==> src/rtl/washing_machine_timer_if.sv <==
// Timer request/response bundle between the washer controller (master) and the phase timer (slave).
// Request is level-held TIMER_EN plus TIMER_SEL; response is a one-cycle TIMER_DONE with status.
interface washing_machine_timer_if #(
  parameter int CNT_W = 16
);
  logic             TIMER_EN;
  logic [1:0]       TIMER_SEL;
  logic             TIMER_DONE;
  logic             TIMER_BUSY;
  logic [CNT_W-1:0] TIMER_REMAIN;

  modport master (
    output TIMER_EN,
    output TIMER_SEL,
    input  TIMER_DONE,
    input  TIMER_BUSY,
    input  TIMER_REMAIN
  );

  modport slave (
    input  TIMER_EN,
    input  TIMER_SEL,
    output TIMER_DONE,
    output TIMER_BUSY,
    output TIMER_REMAIN
  );
endinterface

==> src/rtl/washing_machine_timer.sv <==
// Phase timer: prescaler turns cycles into units, down-counter pulses TIMER_DONE after DUR(sel)*PRESCALE edges.
// All outputs registered; start, abort and restart take effect at the edge where they are sampled.
module washing_machine_timer #(
  parameter int PRESCALE = 50,
  parameter int CNT_W    = 16,
  parameter int DUR_00   = 1,
  parameter int DUR_01   = 600,
  parameter int DUR_10   = 900,
  parameter int DUR_11   = 300
) (
  input  logic                         CLK,
  input  logic                         RST,
  washing_machine_timer_if.slave       tif
);

  localparam int PS_W = (PRESCALE > 1) ? $clog2(PRESCALE) : 1;
  localparam logic [PS_W-1:0] PS_MAX = PS_W'(PRESCALE - 1);

  // Truncate to counter width, and never load zero so a run always produces a pulse.
  function automatic logic [CNT_W-1:0] eff_dur(input int d);
    logic [CNT_W-1:0] t;
    t = CNT_W'(d);
    return (t == '0) ? CNT_W'(1) : t;
  endfunction

  localparam logic [CNT_W-1:0] D00 = eff_dur(DUR_00);
  localparam logic [CNT_W-1:0] D01 = eff_dur(DUR_01);
  localparam logic [CNT_W-1:0] D10 = eff_dur(DUR_10);
  localparam logic [CNT_W-1:0] D11 = eff_dur(DUR_11);

  typedef enum logic [1:0] {
    ST_IDLE    = 2'd0,
    ST_RUN     = 2'd1,
    ST_EXPIRED = 2'd2
  } state_t;

  state_t           r_state;
  logic [PS_W-1:0]  r_presc;
  logic [CNT_W-1:0] r_remain;
  logic [1:0]       r_sel;
  logic             r_done;
  logic             r_busy;

  logic [CNT_W-1:0] w_load_dur;
  logic             w_sel_chg;
  logic             w_tick;

  always_comb begin
    w_load_dur = D00;
    case (tif.TIMER_SEL)
      2'b00:   w_load_dur = D00;
      2'b01:   w_load_dur = D01;
      2'b10:   w_load_dur = D10;
      default: w_load_dur = D11;
    endcase
  end

  assign w_sel_chg = (tif.TIMER_SEL != r_sel);
  assign w_tick    = (r_presc == PS_MAX);

  always_ff @(posedge CLK) begin
    if (!RST) begin
      r_state  <= ST_IDLE;
      r_presc  <= '0;
      r_remain <= '0;
      r_sel    <= 2'b00;
      r_done   <= 1'b0;
      r_busy   <= 1'b0;
    end else begin
      r_done <= 1'b0;
      case (r_state)
        ST_IDLE: begin
          if (tif.TIMER_EN) begin
            r_state  <= ST_RUN;
            r_busy   <= 1'b1;
            r_presc  <= '0;
            r_remain <= w_load_dur;
            r_sel    <= tif.TIMER_SEL;
          end
        end

        ST_RUN: begin
          if (!tif.TIMER_EN) begin
            r_state  <= ST_IDLE;
            r_busy   <= 1'b0;
            r_presc  <= '0;
            r_remain <= '0;
          end else if (w_sel_chg) begin
            // Abandon the current phase and time the new one from this edge.
            r_presc  <= '0;
            r_remain <= w_load_dur;
            r_sel    <= tif.TIMER_SEL;
          end else if (w_tick) begin
            r_presc <= '0;
            if (r_remain <= CNT_W'(1)) begin
              r_remain <= '0;
              r_done   <= 1'b1;
              r_busy   <= 1'b0;
              r_state  <= ST_EXPIRED;
            end else begin
              r_remain <= r_remain - CNT_W'(1);
            end
          end else begin
            r_presc <= r_presc + PS_W'(1);
          end
        end

        ST_EXPIRED: begin
          if (!tif.TIMER_EN) begin
            r_state <= ST_IDLE;
          end else if (w_sel_chg) begin
            r_state  <= ST_RUN;
            r_busy   <= 1'b1;
            r_presc  <= '0;
            r_remain <= w_load_dur;
            r_sel    <= tif.TIMER_SEL;
          end
        end

        default: begin
          r_state  <= ST_IDLE;
          r_busy   <= 1'b0;
          r_presc  <= '0;
          r_remain <= '0;
        end
      endcase
    end
  end

  assign tif.TIMER_DONE   = r_done;
  assign tif.TIMER_BUSY   = r_busy;
  assign tif.TIMER_REMAIN = r_remain;

endmodule

==> src/flat_wrapper.sv <==
// flat-port wrapper written by rule: the top's interface ports become plain ports
module washing_machine_timer_flat 
#(
  parameter int PRESCALE = 50,
  parameter int CNT_W    = 16,
  parameter int DUR_00   = 1,
  parameter int DUR_01   = 600,
  parameter int DUR_10   = 900,
  parameter int DUR_11   = 300
)
  (CLK, RST, tif_TIMER_EN, tif_TIMER_SEL, tif_TIMER_DONE, tif_TIMER_BUSY, tif_TIMER_REMAIN);
  washing_machine_timer_if #(.CNT_W(CNT_W)) tif_i ();
  input  logic CLK;
  input  logic RST;
  input wire logic [$bits(tif_i.TIMER_EN)-1:0] tif_TIMER_EN;
  input wire logic [$bits(tif_i.TIMER_SEL)-1:0] tif_TIMER_SEL;
  output wire logic [$bits(tif_i.TIMER_DONE)-1:0] tif_TIMER_DONE;
  output wire logic [$bits(tif_i.TIMER_BUSY)-1:0] tif_TIMER_BUSY;
  output wire logic [$bits(tif_i.TIMER_REMAIN)-1:0] tif_TIMER_REMAIN;
  assign tif_i.TIMER_EN = tif_TIMER_EN;
  assign tif_i.TIMER_SEL = tif_TIMER_SEL;
  assign tif_TIMER_DONE = tif_i.TIMER_DONE;
  assign tif_TIMER_BUSY = tif_i.TIMER_BUSY;
  assign tif_TIMER_REMAIN = tif_i.TIMER_REMAIN;
  washing_machine_timer #(.PRESCALE(PRESCALE), .CNT_W(CNT_W), .DUR_00(DUR_00), .DUR_01(DUR_01), .DUR_10(DUR_10), .DUR_11(DUR_11)) u_core (.CLK(CLK), .RST(RST), .tif(tif_i));
endmodule
==> config.mk <==
export PLATFORM = sky130hd
export DESIGN_NAME = washing_machine_timer_flat
export DESIGN_NICKNAME = d
export VERILOG_FILES = /design/src/rtl/washing_machine_timer_if.sv /design/src/rtl/washing_machine_timer.sv /design/src/flat_wrapper.sv
export SDC_FILE = /design/constraint.sdc
export NUM_CORES = 1
export LEC_CHECK = 0
export ABC_AREA = 1
export CAP_MARGIN = 20
export CORE_MARGIN = 3
export CORE_UTILIZATION = 60
export DETAILED_ROUTE_END_ITERATION = 6
export GPL_TIMING_DRIVEN = 0
export PLACE_DENSITY = 0.9
export SETUP_SLACK_MARGIN = 0.15
export SKIP_LAST_GASP = 1
export SYNTH_ARGS = -nofsm -noshare
export SYNTH_HDL_FRONTEND = slang
export SYNTH_SLANG_ARGS = --single-unit
==> constraint.sdc <==
create_clock -name CLK -period 3.4 [get_ports CLK]
set_input_delay 1.02 -clock CLK [delete_from_list [all_inputs] [get_ports CLK]]
set_output_delay 1.02 -clock CLK [all_outputs]
set_load 0.01 [all_outputs]
Word level (Yosys, flattened, before mapping)

Index checks and enable logic that the tools add are counted.

Memories: 0
Input bits: 5
Word-level logic and storage cells: 76
Memory bits (read-only): 0
Bits in writable memories: 0
Bits in latches: 0
Flip-flop bits (word level): 28
Output and inout port bits: 18

Multiply operators: 0
Magnitude comparators: 1
Reduce and logical (&&, ||, !) cells: 10
Shift operators: 0
Divide/modulo/power cells: 0
Eq/ne operators: 16
Muxes and demuxes: 37
Bitwise gates (word level): 4
Add/subtract/negate cells: 2

Operators by type and width:

| cell                    | number |
|---|---|
| $mux W16                | 7 |
| $pmux W16 S3            | 1 |
| $mux W6                 | 6 |
| $pmux W10 S3            | 1 |
| $mux W2                 | 10 |
| $pmux W6 S3             | 1 |
| $le A16 B1 Y1 const B   | 1 |
| $sub A16 B1 Y16 const B | 1 |
| $ne A3 B2 Y1 const B    | 3 |
| $mux W1                 | 8 |
| $reduce_and A4 Y1       | 2 |
| $add A6 B1 Y6 const B   | 1 |
| $eq A6 B6 Y1 const B    | 1 |
| $ne A2 B1 Y1 const B    | 3 |
| $pmux W2 S3             | 1 |
| $reduce_and A6 Y1       | 1 |
| $reduce_and A5 Y1       | 1 |
| $reduce_or A5 Y1        | 1 |
| $eq A2 B1 Y1 const B    | 2 |
| $eq A2 B2 Y1 const B    | 2 |
| $logic_not A2 Y1        | 2 |
| $ne A2 B2 Y1 const B    | 2 |
| $ne A4 B2 Y1 const B    | 1 |
| $not A1 Y1              | 4 |
| 7 further kinds         | 7 |

Depth between registers and ports, before layout

Word-level depth: 6
Gate-level depth with buffers: 13
Depth with buffers taken out: 13

Worst setup path after synthesis

Ideal clock, no wire load.

Kind: in2reg
Start: in tif_TIMER_SEL[1]
End: reg u_core.r_remain[0], in the netlist u_core.tif.TIMER_REMAIN[0]
Setup time: 0.128 ns
Stages: 9
Arrival: 1.962 ns
Setup slack: 1.310 ns
Required time: 3.272 ns
Path buffers: 1
Cell sequence: xnor2_2 -> nand3_2 -> nor2_4 -> nor2_4 -> buf_6 -> nand3_1 -> nand2_1 -> nor2_1 -> nor2_1

Cells in the longest elaborated chain, start to end: 5
Elaborated cells between the ends (all ways): 14
Those cells by class: 5 x eq/ne; 7 x mux; 2 x reduce/logical

Ends and longest elaborated chain:

| element                                    | RTL line                                                  | text |
|---|---|---|
| start, declared                            | flat_wrapper.sv:16                                        | `input wire logic [$bits(tif_i.TIMER_SEL)-1:0] tif_TIMER_SEL;` |
| $eq A2 B2 Y1, or another cell as far along | washing_machine_timer.sv:50                               | `case (tif.TIMER_SEL)` |
| $pmux W10 S3                               | washing_machine_timer.sv:50                               |  |
| $mux W16, on equally long branches         | washing_machine_timer.sv:111, washing_machine_timer.sv:88 |  |
| $mux W16, on equally long branches         | washing_machine_timer.sv:109, washing_machine_timer.sv:83 |  |
| $pmux W16 S3                               | washing_machine_timer.sv:71                               | `case (r_state)` |
| end signal, assigned                       | washing_machine_timer.sv:77                               | `r_remain <= w_load_dur;` |
| end signal, assigned                       | washing_machine_timer.sv:91                               | `r_remain <= w_load_dur;` |
| end signal, assigned                       | washing_machine_timer.sv:115                              | `r_remain <= w_load_dur;` |
| end, declared                              | washing_machine_timer.sv:39                               | `logic [CNT_W-1:0] r_remain;` |

Several ways; a longest one is shown, not always the timed one. The select of a mux whose other input is x is not followed.
A chain may end at the register's enable or synchronous reset.

Worst setup path after layout

Start: reg u_core.r_remain[8], in the netlist u_core.tif.TIMER_REMAIN[8]
End: out tif_TIMER_REMAIN[8]

RTL lines:

| element                | RTL line                     | text |
|---|---|---|
| start signal, assigned | washing_machine_timer.sv:77  |  |
| start signal, assigned | washing_machine_timer.sv:91  |  |
| start signal, assigned | washing_machine_timer.sv:101 | `r_remain <= r_remain - CNT_W'(1);` |
| end, declared          | flat_wrapper.sv:19           | `output wire logic [$bits(tif_i.TIMER_REMAIN)-1:0] tif_TIMER_REMAIN;` |

No word-level cell between the ends.

==> flow_metrics.py <==
metrics = {
    "detailed_routing": {
        "drt-total-wl_mm": 4.40,
        "dr.pass1.iters": 5,
        "wl_per_cell_um": 12.2,
        "ant_nets": 0,
        "vias_per_cell": 5.31,
        "route.detailed.drc": 0,
        "drtIter0Drc": 138,
        "num_vias": 1913,
    },
    "clock_network": {
        "cts_setup_buffers": 0,
        "cts.clk_slew.worst_paths_ns": 0.16,
        "ctsHoldBuffers": 0,
        "htree_levels": 1,
        "cts_root_buf": "clkbuf_4",
        "clockBufferDepth": 2,
        "cts.sinks": 28,
        "cts_buffers": 3,
        "clock_latency_ns": 0.34,
        "cts.repair.resized": 0,
        "cts_tree": "done",
    },
    "setup_path": {
        "endpoint_kind": "output pin",
        "startpoint_type": "register",
        "cp.arrival_ns": 1.43,
        "worstPathRequired_ns": 2.38,
        "startpoint": "u_core.tif.TIMER_REMAIN[8]",
        "critPathKind": "register to output pin",
        "reg2reg_slack_ns": 1.58,
        "timing.rr.start": "u_core.r_state[0]",
        "worst_path_largest_cell_delay_ns": 0.59,
        "critPathTopFamily": "buffers and inverters",
        "cp-endpoint": "tif_TIMER_REMAIN[8]",
        "crit_fanout": 7,
        "r2r_cells": 8,
        "critPathBufInv": 1,
        "cp_slowest_cell": "clkdlybuf4s50_1",
        "crit_path_cell_trace": "clkdlybuf4s50_1",
        "r2r-end": "u_core.tif.TIMER_REMAIN[2]",
        "critical_path_depth": 1,
    },
    "final_layout": {
        "nets": 335,
        "layout.cells.non_filler": 360,
        "fill_cells": 259,
        "antennaDiodeCount": 0,
        "final_area_sq_um": 2270,
        "utilization_pct": 73.6,
        "area_growth_pct": 15.4,
        "drive_gt1_share_pct": 10.4,
    },
    "logic_synthesis": {
        "synth_nets": 309,
        "seq_area_frac_synth_pct": 28.5,
        "synth_top_area_share_pct": 28.5,
        "avgSynthCellArea_sq_um": 6.75,
        "synth_area_leader_cell": "dfxtp_1",
        "synth-seq-cells": 28,
        "synth_top_family_by_area": "simple AND/OR/NAND/NOR gates",
        "synthTopCellsByArea": "dfxtp_1 (29%), nand2_1 (14%), ha_1 (8.3%)",
        "syn-instance-count": 291,
        "synth_mux_area_share_pct": 0,
        "netlist_area_sq_um": 1960,
        "yosys.area_share.adder_pct": 8.28,
        "post_synth_num_cell_types": 32,
        "ys_warn_count": 0,
        "yosys.area_share.xor_xnor_pct": 5.22,
        "synthSimpleGateAreaFrac_pct": 36.9,
        "synth_compound_area_share_pct": 12.7,
    },
    "floorplan": {
        "ioPinCount": 23,
        "start_util_pct": 63.8,
        "rows": 20,
        "die_h_um": 63.2,
        "die_area_sq_um": 4000,
        "die_w_um": 63.2,
        "core-area_sq_um": 3080,
    },
    "global_route": {
        "grt_pass1_wl_mm": 7.75,
        "first_global_vias": 1857,
        "grt_max_degree": 16,
        "grt_overflow": 0,
        "grt_use_total_pct": 23.6,
        "antenna_found_initial": 0,
    },
    "place": {
        "hpwl_mm": 3.33,
        "io_buffers": 21,
        "gp_congestion": 0.894,
        "placedCellCount": 356,
        "placed_area_sq_um": 2230,
    },
    "timing": {
        "worst_slew_pin_slew_ns": 0.496,
        "setup_tns_ns": 0,
        "hold_violations": 0,
        "relSlewSlack_pct": 66.9,
        "rsz0062_at_grt": "no",
        "drv_slew": 0,
        "min_period_over_period_pct": 72.1,
        "finalCriticalPeriod_ns": 2.45,
        "max_clock_freq_mhz": 408,
        "setup-violations-final": 0,
        "fin_skew_ns": 0.00632,
    },
    "pwr": {
        "power.leakage_uw": 0.00100,
        "power.density_nw_per_um2": 514,
        "peakVddDrop_mv": 0.336,
        "power_uw": 1160,
    },
    "worst_hold_path": {
        "hp-class": "register to register",
        "hp-start": "u_core.tif.TIMER_REMAIN[1]",
    },
    "job": {
        "cap_violations": 0,
    },
    "status": {
        "run_status": "complete, no violations",
    },
}
## how the worst min path moves through the flow
stage                            endpoint  slack (ns)  depth (start not counted)
6_report       u_core.tif.TIMER_REMAIN[1]        0.51                          2
5_1_grt                 u_core.r_presc[5]        0.54                          2
4_1_cts        u_core.tif.TIMER_REMAIN[1]        0.51                          2
3_5_place_dp   u_core.tif.TIMER_REMAIN[1]        0.49                          2
3_3_place_gp        u_core.tif.TIMER_BUSY        0.47                          2
2_1_floorplan           u_core.r_presc[3]        0.47                          2
## stage by stage
step                      hold WS, ns  worst slack (ns)
after global placement          0.465             0.612
after CTS                       0.511             0.962
after global routing            0.542             0.852
final                           0.508             0.949
after floorplan                 0.470              1.31
after detailed placement        0.491             0.602
## synthesized netlist by cell type, drive strengths merged
cell type and count:
a21oi 23, a31o 1, nor4 4, xnor2 5
o211ai 2, nand4 4, nor2 41, buf 3
inv 35, xor2 5, nand3 17, nand2 84
ha 13, a21boi 2, a211oi 1, o21bai 1
dfxtp 28, clkbuf 1, nor3 2, o21ai 14
nor3b 4, o21a 1
## sequential cells by signal (all words and copies together), names as in the netlist
signal / count
u_core.r_presc: 6
u_core.r_sel: 2
u_core.r_state: 2
u_core.tif.TIMER_BUSY: 1
u_core.tif.TIMER_DONE: 1
u_core.tif.TIMER_REMAIN: 16
## power breakdown
part / internal, uW / switching (uW) / total (uW)
sequential: 365 / 51.0 / 416
clock: 65.7 / 105 / 171
combinational: 236 / 342 / 578
## cells in the final DEF (no fill, tap or decap), types with 2 or more instances in the layout
cell and instances:
dfxtp_1 28, nor2_4 2, a21oi_1 23, nor2_1 38, a21boi_0 2, nor3_1 2
o21ai_0 13, nand2_1 73, o211ai_1 2, clkdlybuf4s50_1 21, nor4_1 3, xnor2_2 2
inv_1 34, ha_1 13, xor2_1 5, nand2_2 11, clkbuf_4 3, nand3_1 14
buf_6 2, xnor2_1 3, nor3b_2 3, nand3_2 3, nand4_1 4
## final cells by class
cell class | instances | area, sq um | share of cell area (%)
buffer | 4 | 31.3 | 1.38
clock buffer | 4 | 36.3 | 1.60
inverter | 35 | 131 | 5.80
multi-input combinational | 224 | 1240 | 54.8
sequential | 28 | 561 | 24.7
tap | 44 | 55.1 | 2.43
timing repair buffer | 21 | 210 | 9.28
## cells by family after synthesis
kind of cell,after synthesis
XOR/XNOR,10
AO/OA/AOI/OAI,45
adder cells (fa/ha/maj),13
AND/OR/NAND/NOR,156
flip-flops,28
buffers and inverters,39
## layer usage
layer	track usage, %	up-vias	routed length, um
li1	-	980	-
met1	29.2	861	1970
met2	40.3	62	2100
met3	4.81	10	238
met4	8.63	0	87
met5	0	-	0
No activity file was read; power rests on OpenSTA's default activity.
